File: src/rtl/rot_pkg.sv
// Shared types and sizes for the iterative rotator.
package rot_pkg;

    localparam int unsigned ROT_WIDTH = 8;
    localparam int unsigned ROT_AMT_W = 3;

    typedef enum logic [1:0] {
        IDLE   = 2'd0,
        ROTATE = 2'd1,
        DONE   = 2'd2
    } state_t;

endpackage : rot_pkg

File: src/rtl/bit_reverse.sv
// Combinational bit-order reversal: data_o[i] = data_i[WIDTH-1-i].
module bit_reverse #(
    parameter int unsigned WIDTH = 8
) (
    input  logic [WIDTH-1:0] data_i,
    output logic [WIDTH-1:0] data_o
);

    // Pure wiring swap, no logic.
    for (genvar i = 0; i < WIDTH; i++) begin : g_rev
        assign data_o[i] = data_i[WIDTH-1-i];
    end

endmodule : bit_reverse

File: src/rtl/iter_rotator.sv
// Sequential rotator: one bit position per clock. Left rotation reuses the
// right-rotate shifter by reversing the operand on load and the result on capture.
module iter_rotator
    import rot_pkg::*;
#(
    parameter int unsigned WIDTH = ROT_WIDTH,
    parameter int unsigned AMT_W = ROT_AMT_W
) (
    input  logic             clk,
    input  logic             rst_n,
    input  logic             start_valid,
    output logic             start_ready,
    input  logic [WIDTH-1:0] din,
    input  logic [AMT_W-1:0] amt,
    input  logic             dir,
    output logic [WIDTH-1:0] dout,
    output logic             out_valid,
    input  logic             out_ready
);

    state_t             state_q, state_d;
    logic [WIDTH-1:0]   work_q, work_d;
    logic [AMT_W-1:0]   cnt_q, cnt_d;
    logic               dir_q, dir_d;
    logic [WIDTH-1:0]   dout_q, dout_d;
    logic               out_valid_q, out_valid_d;

    logic               accept;
    logic               load_en;
    logic               shift_en;
    logic               entering_done;
    logic [WIDTH-1:0]   din_rev;
    logic [WIDTH-1:0]   work_d_rev;

    // Reversal on the operand load path.
    bit_reverse #(.WIDTH(WIDTH)) u_rev_in (
        .data_i (din),
        .data_o (din_rev)
    );

    // Reversal on the result capture path; sees the value work takes this edge.
    bit_reverse #(.WIDTH(WIDTH)) u_rev_out (
        .data_i (work_d),
        .data_o (work_d_rev)
    );

    assign accept = start_valid && start_ready;

    // FSM state register.
    always_ff @(posedge clk or negedge rst_n) begin
        if (!rst_n) begin
            state_q <= IDLE;
        end else begin
            state_q <= state_d;
        end
    end

    // FSM next-state decode.
    always_comb begin
        state_d = state_q;
        unique case (state_q)
            IDLE: begin
                if (accept) begin
                    state_d = (amt == '0) ? DONE : ROTATE;
                end
            end
            ROTATE: begin
                if (cnt_q == AMT_W'(1)) begin
                    state_d = DONE;
                end
            end
            DONE: begin
                if (out_ready) begin
                    state_d = IDLE;
                end
            end
            default: state_d = IDLE;
        endcase
    end

    // FSM output decode: handshake and datapath enables.
    always_comb begin
        start_ready   = 1'b0;
        load_en       = 1'b0;
        shift_en      = 1'b0;
        unique case (state_q)
            IDLE: begin
                start_ready = 1'b1;
                load_en     = start_valid;
            end
            ROTATE: begin
                shift_en = 1'b1;
            end
            default: begin
            end
        endcase
        entering_done = (state_d == DONE) && (state_q != DONE);
    end

    // Datapath next values: load, shift-right-by-one, and result capture.
    always_comb begin
        work_d      = work_q;
        cnt_d       = cnt_q;
        dir_d       = dir_q;
        dout_d      = dout_q;
        out_valid_d = out_valid_q;

        if (load_en) begin
            work_d = dir ? din_rev : din;
            cnt_d  = amt;
            dir_d  = dir;
        end else if (shift_en) begin
            work_d = {work_q[0], work_q[WIDTH-1:1]};
            cnt_d  = cnt_q - AMT_W'(1);
        end

        if (entering_done) begin
            dout_d      = dir_d ? work_d_rev : work_d;
            out_valid_d = 1'b1;
        end else if ((state_q == DONE) && out_ready) begin
            out_valid_d = 1'b0;
        end
    end

    // Datapath registers.
    always_ff @(posedge clk or negedge rst_n) begin
        if (!rst_n) begin
            work_q      <= '0;
            cnt_q       <= '0;
            dir_q       <= 1'b0;
            dout_q      <= '0;
            out_valid_q <= 1'b0;
        end else begin
            work_q      <= work_d;
            cnt_q       <= cnt_d;
            dir_q       <= dir_d;
            dout_q      <= dout_d;
            out_valid_q <= out_valid_d;
        end
    end

    assign dout      = dout_q;
    assign out_valid = out_valid_q;

endmodule : iter_rotator
File: config.mk
export PLATFORM = sky130hd
export DESIGN_NAME = iter_rotator
export DESIGN_NICKNAME = d
export VERILOG_FILES = /design/src/rtl/rot_pkg.sv /design/src/rtl/bit_reverse.sv /design/src/rtl/iter_rotator.sv
export SDC_FILE = /design/constraint.sdc
export NUM_CORES = 1
export LEC_CHECK = 0
export BUFFER_PORTS_ARGS = -buffer_cell sky130_fd_sc_hd__buf_4
export CAP_MARGIN = 20
export CORE_ASPECT_RATIO = 0.6
export CORE_MARGIN = 2
export CORE_UTILIZATION = 55
export DETAILED_ROUTE_END_ITERATION = 10
export PLACE_DENSITY_LB_ADDON = 0.15
export SLEW_MARGIN = 25
export SYNTH_ARGS = -nofsm -noshare
export SYNTH_HDL_FRONTEND = slang
export SYNTH_SLANG_ARGS = --single-unit
File: constraint.sdc
create_clock -name clk -period 4.1 [get_ports clk]
set_input_delay 0.82 -clock clk [delete_from_list [all_inputs] [get_ports clk]]
set_output_delay 0.82 -clock clk [all_outputs]
set_load 0.01 [all_outputs]
==> metrics.txt <==
hold crit path type in -> async; min Tclk post-route 2.06 ns; TritonCTS clock tree done; Area after DPL 0.00158 mm²; period utilization 0.503; post-CTS sizing 0; worst-margin pin slew 0.604 ns; main area contributors after synthesis dfrtp_1 40%, a21oi_1 4.9%, o21ai_1 4.2%; cells after synthesis 143; Yosys cell types 38; DRT Pass-1 Iters 4; Worst VDD drop 393 µV; CP max stage cell dfrtp_1; Place WS 2.07 ns; worst r2r path cells 4; Mapped Nets 161; critical-path cell list nor2_1 -> buf_4; initial antenna violation count 0; DR vias/cell 5.99; critical path type reg -> out; Post-synth top cells 23 x dfrtp_1, 15 x nand2_1, 14 x a21oi_1; Clock Path Buffers 2; Worst EP arrival 1.24 ns; final setup fails 0; row count 14; Synth-to-Final Area Change 14.0%; Ys Warns 0; normalized max-slew margin 0.597; cell with the most instances after synthesis dfrtp_1; Startpoint Class register; FFs w/ async S/R, synth 1.00; setup tns final 0 ns; max-cap violations 0; DRC Markers 0; DR WL/cell 16.7 µm; Sink Count 23; Port Buffer Count 25; syn avg cell area 9.97 µm²; Hold Buf Count CTS 0; clock-pin transition on the worst setup and hold timing paths 0.09 ns; dpl cells 192; fmax 0.485 GHz; vias in the first global route 1116; Worst-Skew Late Latency 0.27 ns; post-synthesis sequential area ratio 0.404; overall power 1.30 mW; Antenna Cells 0; share of cells above drive strength 1 0.305; post-route cell area 0.00163 mm²; CP Data Required Time 3.28 ns; Slew Viols, Final 0; H-tree Lvls 1; leakage power 0.729 nW; Final nets 183; RSZ-0062 raised after global routing no; GPL Wtd Cong 0.804; worst r2r src state_q[0]; status completed; Final HPWL DP 2400 µm; CTS Buf Count 3; Worst Path Max Fanout 16; IO Pins 26; final hold vios 0; worst flop-to-flop path endpoint dout[3]; Worst path max stage delay 0.73 ns; Mapped Area 0.00143 mm²; Die Wd 69.7 µm; antenna-violating nets left 0; number of fill cells 221; setup ws final 2.04 ns; first-pass GRT wire length 5390 µm; top_reg_cell synth dfrtp_1; pwr/cell area 797 mW/mm²; final non-filler cell total 196; core box area 0.00249 mm²; clk root buf clkbuf_8; Die H 43.4 µm; via count 1175; postcts setup bufs 0; total global routing overflow 0; Setup crit end kind output port; Detailed Route Iter0 Violations 100; DIE AREA 0.00303 mm²; initial core utilization 0.573; area leader, netlist dfrtp_1; Setup Skew 0.00901 ns; Reg2Reg Setup Slack 2.32 ns; Routed WL 3280 µm; EDFF count, synth 0; share of the synthesized area in the top cell type 0.404; pin count of the biggest net entering global routing 24; Synth Register Bits 23; total global-route track usage 0.233
==> worst max path at each step <==
stage,from,end,cells past startpoint
after CTS,state_q[0],start_ready,2
after detailed placement,amt[1],dout[2],5
after floorplan,amt[1],dout[1],4
final,state_q[0],start_ready,2
after global routing,state_q[0],start_ready,2
after global placement,amt[1],dout[5],5
==> routing by layer <==
layer | global-route usage | wire (µm) | vias up
li1 | - | - | 564
met1 | 0.324 | 1530 | 567
met2 | 0.379 | 1500 | 40
met3 | 0.0535 | 225 | 4
met4 | 0.0577 | 20 | 0
met5 | 0 | 0 | -
==> critical path: cells and delay by family (launching register included) <==
family        cells  cell delay, ns
buf+inv           1            0.16
simple gates      1            0.08
flops             1            0.73
==> registers in the layout, summed over array words and instances, names as in the netlist <==
name,cells
state_q,2
out_valid,1
dout,8
work_q,8
cnt_q,3
dir_q,1
==> cells by family (layout without fill, tap and decap cells) <==
family | count (synthesis) | after routing | synth area share
adder cells (fa/ha/maj) | 2 | 2 | 0.0175
XOR/XNOR | 2 | 2 | 0.0123
flip-flops | 23 | 23 | 0.404
multiplexers | 8 | 8 | 0.0596
AND/OR/NAND/NOR | 41 | 41 | 0.154
buffers and inverters | 13 | 34 | 0.0667
AO/OA/AOI/OAI | 54 | 54 | 0.287
==> stage by stage <==
stage          utilization  hold WS, ns
2_1_floorplan            -        0.483
3_3_place_gp         0.634        0.480
3_5_place_dp         0.634        0.480
4_1_cts              0.654        0.429
5_1_grt              0.654        0.435
6_report             0.654        0.418
==> cell usage in the layout (no fill, tap or decap), types with 4 or more instances in the layout <==
| cell type | n |
|---|---|
| inv_1 | 4 |
| o21ai_1 | 12 |
| a211oi_2 | 4 |
| a21oi_1 | 14 |
| buf_4 | 25 |
| dfrtp_1 | 23 |
| mux2_2 | 4 |
| mux2i_1 | 4 |
| nor2_1 | 10 |
| nand2_1 | 15 |
| nor2b_1 | 5 |
| a31oi_1 | 5 |
==> where the power goes <==
part	leakage, nW	switching, mW	internal (mW)
combinational	0.432	0.362	0.318
clock	0.0217	0.0777	0.0689
sequential	0.276	0.132	0.339
==> cell type report <==
cell class | count | area [µm²] | area share
clock buffers | 3 | 41.3 | 0.0254
clock inverters | 1 | 7.51 | 0.00462
inverters | 5 | 18.8 | 0.0115
multi-input cells | 107 | 756 | 0.465
flip-flops and latches | 23 | 576 | 0.354
well taps | 32 | 40.0 | 0.0246
repair buffers | 25 | 188 | 0.115
Note: power is estimated with default switching activity, not from simulation.
